**src/rtl/mod_n_updown_counter_if.sv**
```systemverilog
// rtl/mod_n_updown_counter_if.sv - control and status bundle for one counter field
interface mod_n_updown_counter_if #(
    parameter int WIDTH = 5
);
    logic             i_clear;
    logic             i_load;
    logic [WIDTH-1:0] i_load_value;
    logic             i_up;
    logic             i_down;
    logic [WIDTH-1:0] o_count;
    logic             o_carryup;
    logic             o_borrowdown;
    logic             o_at_max;
    logic             o_at_min;
    logic             o_load_err;
    logic             o_wrapped;

    modport master (
        output i_clear, i_load, i_load_value, i_up, i_down,
        input  o_count, o_carryup, o_borrowdown, o_at_max, o_at_min, o_load_err, o_wrapped
    );

    modport slave (
        input  i_clear, i_load, i_load_value, i_up, i_down,
        output o_count, o_carryup, o_borrowdown, o_at_max, o_at_min, o_load_err, o_wrapped
    );
endinterface

```
**src/rtl/mod_n_updown_counter.sv**
```systemverilog
// rtl/mod_n_updown_counter.sv - modulus-N up/down counter with wrap or saturate ends
module mod_n_updown_counter #(
    parameter int MODULUS     = 24,
    parameter int WIDTH       = 5,
    parameter int WRAP_MODE   = 1,
    parameter int RESET_VALUE = 0
) (
    input  logic                  i_clk,
    input  logic                  i_rst,
    mod_n_updown_counter_if.slave bus
);
    localparam logic [WIDTH-1:0] MAX_VAL   = WIDTH'(MODULUS - 1);
    localparam logic [WIDTH-1:0] RST_VAL   = WIDTH'(RESET_VALUE);
    localparam logic [WIDTH:0]   MAX_EXT   = (WIDTH + 1)'(MODULUS - 1);
    localparam logic [WIDTH:0]   LIMIT_EXT = (WIDTH + 1)'(MODULUS);
    localparam logic             WRAP      = (WRAP_MODE != 0);

    logic [WIDTH-1:0] count_q, count_d;
    logic             load_err_q, load_err_d;
    logic             wrapped_q, wrapped_d;
    logic             up_req, down_req;
    logic             at_max, at_min;
    logic [WIDTH:0]   inc_ext;

    assign up_req   = bus.i_up & ~bus.i_down;
    assign down_req = bus.i_down & ~bus.i_up;
    assign at_max   = (count_q == MAX_VAL);
    assign at_min   = (count_q == '0);
    // Extra bit keeps MODULUS == 2^WIDTH from silently overflowing to zero
    assign inc_ext  = {1'b0, count_q} + (WIDTH + 1)'(1);

    always_comb begin
        count_d    = count_q;
        load_err_d = 1'b0;
        wrapped_d  = wrapped_q;
        if (bus.i_clear) begin
            count_d   = RST_VAL;
            wrapped_d = 1'b0;
        end else if (bus.i_load) begin
            if ({1'b0, bus.i_load_value} < LIMIT_EXT) begin
                count_d = bus.i_load_value;
            end else begin
                count_d    = MAX_VAL;
                load_err_d = 1'b1;
            end
        end else if (up_req) begin
            if (inc_ext > MAX_EXT) begin
                if (WRAP) begin
                    count_d   = '0;
                    wrapped_d = 1'b1;
                end
            end else begin
                count_d = inc_ext[WIDTH-1:0];
            end
        end else if (down_req) begin
            if (at_min) begin
                if (WRAP) begin
                    count_d   = MAX_VAL;
                    wrapped_d = 1'b1;
                end
            end else begin
                count_d = count_q - WIDTH'(1);
            end
        end
    end

    always_ff @(posedge i_clk) begin
        if (i_rst) begin
            count_q    <= RST_VAL;
            load_err_q <= 1'b0;
            wrapped_q  <= 1'b0;
        end else begin
            count_q    <= count_d;
            load_err_q <= load_err_d;
            wrapped_q  <= wrapped_d;
        end
    end

    // Same-cycle carry/borrow lets the next field step on this very edge
    assign bus.o_carryup    = WRAP & up_req & ~bus.i_load & ~bus.i_clear & ~i_rst & at_max;
    assign bus.o_borrowdown = WRAP & down_req & ~bus.i_load & ~bus.i_clear & ~i_rst & at_min;
    assign bus.o_count      = count_q;
    assign bus.o_at_max     = at_max;
    assign bus.o_at_min     = at_min;
    assign bus.o_load_err   = load_err_q;
    assign bus.o_wrapped    = wrapped_q;
endmodule

```
**src/flat_wrapper.sv**
```systemverilog
// flat-port wrapper written by rule: the top's interface ports become plain ports
module mod_n_updown_counter_flat 
#(
    parameter int MODULUS     = 24,
    parameter int WIDTH       = 5,
    parameter int WRAP_MODE   = 1,
    parameter int RESET_VALUE = 0
)
  (i_clk, i_rst, bus_i_clear, bus_i_load, bus_i_load_value, bus_i_up, bus_i_down, bus_o_count, bus_o_carryup, bus_o_borrowdown, bus_o_at_max, bus_o_at_min, bus_o_load_err, bus_o_wrapped);
  mod_n_updown_counter_if #(.WIDTH(WIDTH)) bus_i ();
  input  logic i_clk;
  input  logic i_rst;
  input wire logic [$bits(bus_i.i_clear)-1:0] bus_i_clear;
  input wire logic [$bits(bus_i.i_load)-1:0] bus_i_load;
  input wire logic [$bits(bus_i.i_load_value)-1:0] bus_i_load_value;
  input wire logic [$bits(bus_i.i_up)-1:0] bus_i_up;
  input wire logic [$bits(bus_i.i_down)-1:0] bus_i_down;
  output wire logic [$bits(bus_i.o_count)-1:0] bus_o_count;
  output wire logic [$bits(bus_i.o_carryup)-1:0] bus_o_carryup;
  output wire logic [$bits(bus_i.o_borrowdown)-1:0] bus_o_borrowdown;
  output wire logic [$bits(bus_i.o_at_max)-1:0] bus_o_at_max;
  output wire logic [$bits(bus_i.o_at_min)-1:0] bus_o_at_min;
  output wire logic [$bits(bus_i.o_load_err)-1:0] bus_o_load_err;
  output wire logic [$bits(bus_i.o_wrapped)-1:0] bus_o_wrapped;
  assign bus_i.i_clear = bus_i_clear;
  assign bus_i.i_load = bus_i_load;
  assign bus_i.i_load_value = bus_i_load_value;
  assign bus_i.i_up = bus_i_up;
  assign bus_i.i_down = bus_i_down;
  assign bus_o_count = bus_i.o_count;
  assign bus_o_carryup = bus_i.o_carryup;
  assign bus_o_borrowdown = bus_i.o_borrowdown;
  assign bus_o_at_max = bus_i.o_at_max;
  assign bus_o_at_min = bus_i.o_at_min;
  assign bus_o_load_err = bus_i.o_load_err;
  assign bus_o_wrapped = bus_i.o_wrapped;
  mod_n_updown_counter #(.MODULUS(MODULUS), .WIDTH(WIDTH), .WRAP_MODE(WRAP_MODE), .RESET_VALUE(RESET_VALUE)) u_core (.i_clk(i_clk), .i_rst(i_rst), .bus(bus_i));
endmodule
```
**config.mk**
```make
export PLATFORM = sky130hd
export DESIGN_NAME = mod_n_updown_counter_flat
export DESIGN_NICKNAME = d
export VERILOG_FILES = /design/src/rtl/mod_n_updown_counter_if.sv /design/src/rtl/mod_n_updown_counter.sv /design/src/flat_wrapper.sv
export SDC_FILE = /design/constraint.sdc
export NUM_CORES = 1
export LEC_CHECK = 0
export BUFFER_PORTS_ARGS = -buffer_cell sky130_fd_sc_hd__buf_2
export CORE_UTILIZATION = 38
export DETAILED_ROUTE_END_ITERATION = 7
export PLACE_DENSITY = 0.65
export SLEW_MARGIN = 25
export SYNTH_ARGS = -nofsm -noshare
export SYNTH_HDL_FRONTEND = slang
export SYNTH_SLANG_ARGS = --single-unit
export TNS_END_PERCENT = 10
```
**constraint.sdc**
```tcl
create_clock -name i_clk -period 1.4 [get_ports i_clk]
set_input_delay 0.14 -clock i_clk [delete_from_list [all_inputs] [get_ports i_clk]]
set_output_delay 0.14 -clock i_clk [all_outputs]
set_load 0.05 [all_outputs]
```
* Word level (Yosys, flattened, before mapping)
Cells that the tools add are included.
** Operators by class
- Magnitude comparators :: 2
- Bitwise gates (word level) :: 15
- Equal/unequal tests :: 2
- Add/subtract/negate cells :: 2
- Reduce and logical (&&, ||, !) cells :: 7
- Multiplexer cells :: 11
** Operators with widths (number)
- two-way mux 5 bit :: 6
- AND 1 bit :: 10
- adder 5 x 1 -> 6 bit (second input constant) :: 1
- > comparator 6 x 5 -> 1 bit (second input constant) :: 1
- equality test 5 bit (second input constant) :: 1
- logical NOT 5 bit :: 1
- < comparator 5 bit (second input constant) :: 1
- two-way mux 1 bit :: 5
- inverter 1 bit :: 5
- subtractor 5 x 1 -> 5 bit (second input constant) :: 1
- AND reduction 4 bit :: 1
- nonzero test 2 bit :: 2
- nonzero test 3 bit :: 1
- OR reduction 3 bit :: 1
- != test 2 bit (second input constant) :: 1
- OR reduction 2 bit :: 1
** Storage, ports and cells
- Output and inout bits :: 11
- Input bits :: 11
- Logic and storage cells :: 42
- Bits in registers :: 7

* Depth between registers and ports, before layout
Gate-level depths: netlist of run 1.
- Depth after elaboration :: 6
- Mapped depth :: 6
- Depth with buffers taken out :: 6

* Worst setup path before layout of run 1
OpenSTA, ideal clock, no wires.
- Kind :: flip-flop to output port
- Start :: reg u_core.count_q[0], in the netlist u_core.bus.o_count[0]
- End :: out bus_o_borrowdown
- Path buffers :: 0
- Stages on the path, launching flop included :: 5
- Slack :: -1.651 ns
- Required time :: 1.260 ns
- Arrival time :: 2.911 ns
- Cell sequence :: dfxtp_1 > inv_1 > ha_1 > or4b_4 > nor4_1
** On the way
- Word-level cells in the longest chain between the ends :: 2
** RTL lines
- start: declaration :: line mod_n_updown_counter.sv:18 : logic [WIDTH-1:0] count_q, count_d;
- start signal: assignment :: line mod_n_updown_counter.sv:73 : count_q <= count_d;
- logical NOT 5 bit :: line mod_n_updown_counter.sv:28 : assign at_min = (count_q == '0);
- AND 1 bit :: line mod_n_updown_counter.sv:81 : assign bus.o_borrowdown = WRAP & down_req & ~bus.i_load & ~bus.i_clear & ~i_rst & at_min;
- end: declaration :: line flat_wrapper.sv:20 : output wire logic [$bits(bus_i.o_borrowdown)-1:0] bus_o_borrowdown;
No other way between the ends.

* Worst setup path in the final report of run 1
- Start :: reg u_core.count_q[1], in the netlist u_core.bus.o_count[1]
- End :: out bus_o_borrowdown
Same word-level chain as after synthesis.

==> results of run 1 <==
==> cell usage after synthesis, types with 2 or more instances <==
| cell | n | share of area [%] |
|---|---|---|
| nor2_1 | 7 | 4.0 |
| and2b_1 | 3 | 3.4 |
| nor3_1 | 3 | 2.3 |
| o21ai_0 | 4 | 3.1 |
| inv_1 | 3 | 1.7 |
| or3_1 | 2 | 1.9 |
| ha_1 | 2 | 3.8 |
| nor2b_1 | 2 | 1.9 |
| a221oi_1 | 2 | 2.7 |
| and3_1 | 2 | 1.9 |
| nand3_1 | 4 | 3.1 |
| a21oi_1 | 6 | 4.6 |
| nand2_1 | 7 | 4.0 |
| dfxtp_1 | 7 | 21 |
| buf_2 | 3 | 2.3 |
| nand2b_1 | 4 | 3.8 |
| o31ai_1 | 2 | 2.3 |
| nand4_1 | 4 | 3.8 |
| o2bb2ai_1 | 2 | 2.7 |
==> routing by layer <==
layer | up-vias | wire [microns] | GRT usage, %
met3 | 4 | 71 | 5.00
met5 | - | 0 | 0
met1 | 357 | 955 | 31.4
met4 | 0 | 33 | 10.0
met2 | 25 | 907 | 34.5
li1 | 389 | - | -
==> state kept, by name, indices dropped and copies added (netlist names) <==
name                   count
u_core.bus.o_load_err      1
u_core.bus.o_count         5
u_core.bus.o_wrapped       1
==> final timing paths <==
| kind | start | to | slack, ns | cells after the start |
|---|---|---|---|---|
| hold reg to reg | u_core.bus.o_wrapped | u_core.bus.o_wrapped | 0.51 | 2 |
| hold / removal | bus_i_load_value[4] | u_core.bus.o_count[4] | 0.12 | 3 |
| setup / recovery | u_core.bus.o_count[1] | bus_o_borrowdown | -0.35 | 5 |
| setup reg to reg | u_core.bus.o_count[1] | u_core.bus.o_count[0] | -0.26 | 7 |
==> power breakdown <==
group,internal [mW],leakage (nW),switching (mW)
sequential,0.207,0.0593,0.00898
clock,0.110,0.0150,0.0998
combinational,0.127,0.327,0.177
==> layout make-up <==
class	count	area, sq um	area share [%]
timing repair buffer	32	220	22.5
inverter	4	25.0	2.56
sequential	7	151	15.5
clock buffer	4	26.3	2.69
tap	16	20.0	2.05
multi-input combinational	71	536	54.7
==> critical path: cells and delay by family, from the launching register on <==
kind	cells	cell delay [ns]
and+or+nand+nor	2	0.64
buffers and inverters	2	0.24
DFF	1	0.35
adders and majority gates	1	0.12
==> kinds of logic (layout without fill, tap and decap cells) <==
family | count (synthesis) | in the layout | share of synthesized area [%]
adders and majority gates | 2 | 2 | 3.82
DFF | 7 | 7 | 21.4
buffers and inverters | 10 | 40 | 8.03
xor gates and xnor gates | 1 | 1 | 1.34
AOI/OAI and AO/OA | 25 | 25 | 28.5
and+or+nand+nor | 43 | 43 | 36.9
==> what timing repair did <==
item                                    in CTS  in global routing
pin swaps                                    4                  1
hold buffers                                 0                  0
gates cloned                                 0                  0
resized for setup                           17                  6
endpoints found under the setup margin      10                  9
==> per-stage QoR <==
step                      TNS, ns  worst slack, ns  hold slack (ns)
after floorplan             -2.20           -0.541            0.272
after global placement      -1.13           -0.280            0.387
final                       -1.46           -0.355            0.118
after CTS                   -1.51           -0.372            0.118
after global routing        -1.89           -0.400            0.133
after detailed placement    -1.27           -0.285            0.392
==> results_dict.tcl, run 1 <==
set metrics [dict create \
    numCtsBuffers 3 \
    worstPathRequired_ns 1.26 \
    worst-path-max-fanout 2 \
    post-route-period-util_pct 125 \
    max_cap_viol_count 0 \
    vias_per_cell 5.78 \
    grt.overflow.total 0 \
    core_area_sq_mm 0.00156 \
    grt_pass1_wl_microns 3130 \
    syn_area_per_cell_sq_um 7.44 \
    antenna_cells 0 \
    portBuffers 21 \
    post_dp_cell_area_sq_um 866 \
    wl_per_cell_microns 14.7 \
    leakagePower_nw 0.401 \
    ys_seq_area_share_pct 21.4 \
    vias 775 \
    drt-total-wl_microns 1970 \
    synth_fp_nets 101 \
    cts_max_level 1 \
    synth-seq-cells 7 \
    pin_count 22 \
    rsz0062_at_grt "yes" \
    synth_ff_type "dfxtp_1" \
    cpMaxStageDelayCell "or4b_4" \
    ir_drop_v 0.000484 \
    gp_congestion 0.868 \
    hp-class "in2reg" \
    nFillCells 145 \
    nets 132 \
    firstDrtPassIters 4 \
    antenna_left 0 \
    path_class "reg2out" \
    final_hold_viol_count 0 \
    outcome "finished with violations" \
    drc 0 \
    clk_path_buf_depth 2 \
    area_growth_pct 49.5 \
    die-height_microns 43.5 \
    grt_pass1_vias 660 \
    clock_latency_ns 0.27 \
    cp_cell_sequence "inv_4 -> ha_4 -> or4b_4 -> nor4_4 -> buf_6" \
    violations "setup timing" \
    fin_worst_skew_ns 0.00679 \
    yosysWarningCount 0 \
    syn_inst 88 \
    dieArea_sq_mm 0.00189 \
    cts_sinks 7 \
    worstPathArrival_ns 1.61 \
    antenna_found_initial 0 \
    setup_viol 8 \
    cp-start-kind "register" \
    rows 14 \
    synth.distinct_cells 38 \
    clock-root-buffer "clkbuf_4" \
    start_util_pct 42.0 \
    fin_util_pct 62.8 \
    relSlewSlack_pct 77.6 \
    fin_ws_ns -0.355 \
    fin_area_sq_um 978 \
    async_flop_share_pct 0 \
    drt_iter0_markers 31 \
    netlist_area_sq_um 654 \
    synth_edf_count 0 \
    dp_hpwl_microns 1460 \
    grt_max_degree 14 \
    total_power_mw 0.730 \
    period_minus_slack_ns 1.75 \
    die_x_microns 43.5 \
    path_clk_slew_ns 0.07 \
    slew_violations 0 \
    p_per_area_mw_per_mm2 746 \
    grt.total_usage_pct 22.9 \
    layout_commonest_cell "buf_2" \
    fmax_mhz 570 \
    drive_above_1_share_pct 50.0 \
    layout.cells.non_filler 134 \
    worstMarginPinSlew_ns 0.335 \
    cts_setup_buffers 0 \
    max_stage_delay_ns 0.48 \
    end_kind "output pin" \
    cts_tree "built" \
    most-common-layout-cells "17 x buf_2, 10 x buf_4, 7 x nor2_1, 7 x nand2_1, 5 x a21oi_1" \
    dp_cells 130 \
]
Power figures use the tool's default switching activity.
==> run 2: changes to the inputs <==
--- a/config.mk
+++ b/config.mk
@@ -6,10 +6,11 @@
 export NUM_CORES = 1
 export LEC_CHECK = 0
 export BUFFER_PORTS_ARGS = -buffer_cell sky130_fd_sc_hd__buf_2
+export CORE_MARGIN = 4
 export CORE_UTILIZATION = 38
 export DETAILED_ROUTE_END_ITERATION = 7
 export PLACE_DENSITY = 0.65
-export SLEW_MARGIN = 25
+export SETUP_SLACK_MARGIN = 0.02
 export SYNTH_ARGS = -nofsm -noshare
 export SYNTH_HDL_FRONTEND = slang
 export SYNTH_SLANG_ARGS = --single-unit
==> results_dict.tcl, run 2 (synthesis gave the netlist of run 1 again) <==
set metrics [dict create \
    die-height_microns 49.5 \
    power_frac_clock_pct 27.2 \
    drive_above_1_share_pct 48.7 \
    layout.cells.non_filler 135 \
    worstPathArrival_ns 1.62 \
    fin_util_pct 62.5 \
    cts_sinks 7 \
    total_power_mw 0.691 \
    pin_count 22 \
    grt.overflow.total 0 \
    power_frac_seq_pct 30.8 \
    clock_latency_ns 0.25 \
    p_per_area_mw_per_mm2 709 \
    layout_commonest_cell "buf_2" \
    drc 0 \
    post-route-period-util_pct 126 \
    area_growth_pct 48.9 \
    cts_setup_buffers 0 \
    cts_max_level 1 \
    vias 777 \
    dp_cells 131 \
    antenna_left 0 \
    grt.total_usage_pct 17.1 \
    start_util_pct 42.0 \
    hp-class "in2reg" \
    period_minus_slack_ns 1.76 \
    numCtsBuffers 3 \
    violations "setup timing" \
    slew_violations 0 \
    sw_frac_of_total_pct 37.6 \
    hold_ws_ns 0.177 \
    fin_ws_ns -0.363 \
    clock-root-buffer "clkbuf_4" \
    portBuffers 21 \
    fin_area_sq_um 975 \
    max_stage_delay_ns 0.50 \
    antenna_found_initial 0 \
    core_area_sq_mm 0.00156 \
    path_class "reg2out" \
    die_x_microns 49.5 \
    clk_path_buf_depth 2 \
    fmax_mhz 567 \
    final_hold_viol_count 0 \
    cp_cell_sequence "inv_4 -> ha_4 -> or4b_4 -> nor4_4 -> buf_6" \
    grt_pass1_wl_microns 3220 \
    cts_tree "built" \
    leakagePower_nw 0.407 \
    antenna_cells 0 \
    end_kind "output pin" \
    relSlewSlack_pct 79.5 \
    cpMaxStageDelayCell "or4b_4" \
    p_sw_mw 0.260 \
    worst-path-max-fanout 3 \
    grt_max_degree 14 \
    wl_per_cell_microns 14.3 \
    nets 133 \
    largest_reg_flops 5 \
    gp_congestion 0.801 \
    path_clk_slew_ns 0.05 \
    rsz0062_at_grt "yes" \
    rows 14 \
    dp_hpwl_microns 1470 \
    outcome "finished with violations" \
    dieArea_sq_mm 0.00245 \
    vias_per_cell 5.76 \
    worstPathRequired_ns 1.26 \
    drt-total-wl_microns 1930 \
    max_cap_viol_count 0 \
    post_dp_cell_area_sq_um 873 \
    intPower_mw 0.432 \
    worstMarginPinSlew_ns 0.307 \
    power_frac_comb_pct 42.0 \
    ir_drop_v 0.000585 \
    grt_pass1_vias 736 \
    firstDrtPassIters 4 \
    most-common-layout-cells "17 x buf_2, 11 x buf_4, 7 x nor2_1, 7 x nand2_1, 6 x a21oi_1" \
    setup_viol 7 \
    drt_iter0_markers 12 \
    fin_worst_skew_ns 0.00212 \
    cp-start-kind "register" \
]
==> run 2: routing by layer <==
metal | part of all wire (%) | vias to the layer above | GRT usage, % | wire length [microns]
met5 | 0 | - | 0 | 0
met4 | 2.4 | 0 | 10.6 | 47
met3 | 5.5 | 5 | 3.01 | 106
met2 | 47 | 24 | 26.3 | 900
met1 | 45 | 355 | 21.9 | 878
li1 | - | 393 | - | -
==> run 2: timing repair <==
| item | CTS | global route |
|---|---|---|
| resized for setup | 17 | 1 |
| pin swaps | 4 | 3 |
| setup endpoints to repair | 10 | 10 |
| hold buffers | 0 | 0 |
==> run 2: layout make-up <==
class	instances	area [sq um]
fillers	139	584
multi-input cells	71	536
repair buffers	33	224
flip-flops and latches	7	151
clock buffers	4	26.3
well taps	16	20.0
inverters	4	17.5
==> run 2: worst max-delay path, delay by kind of cell, from the launching register on <==
| family | cells | cell delay [ns] |
|---|---|---|
| and+or+nand+nor | 2 | 0.66 |
| DFF | 1 | 0.34 |
| buffers and inverters | 2 | 0.25 |
| adders and majority gates | 1 | 0.12 |
==> run 2: per-stage QoR <==
stage,setup slack [ns],TNS [ns]
after floorplan,-0.541,-2.20
after global placement,-0.303,-1.04
after detailed placement,-0.309,-1.07
after CTS,-0.374,-1.30
after global routing,-0.444,-1.77
final,-0.363,-1.23
==> run 2: power groups by stage <==
stage / Combinational, mW / Sequential (mW) / Clock [mW]
2_1_floorplan: 0.149 / 0.254 / 0
3_3_place_gp: 0.262 / 0.216 / 0
3_5_place_dp: 0.264 / 0.216 / 0
4_1_cts: 0.288 / 0.213 / 0.195
5_1_grt: 0.313 / 0.214 / 0.209
6_report: 0.290 / 0.213 / 0.188
==> run 2: worst paths after layout <==
kind / startpoint / endpoint / slack, ns / cells past startpoint
setup / recovery: u_core.bus.o_count[0] / bus_o_borrowdown / -0.36 / 5
hold reg to reg: u_core.bus.o_wrapped / u_core.bus.o_wrapped / 0.47 / 2
setup reg to reg: u_core.bus.o_count[0] / u_core.bus.o_count[0] / -0.15 / 6
hold / removal: bus_i_load_value[3] / u_core.bus.o_load_err / 0.18 / 3
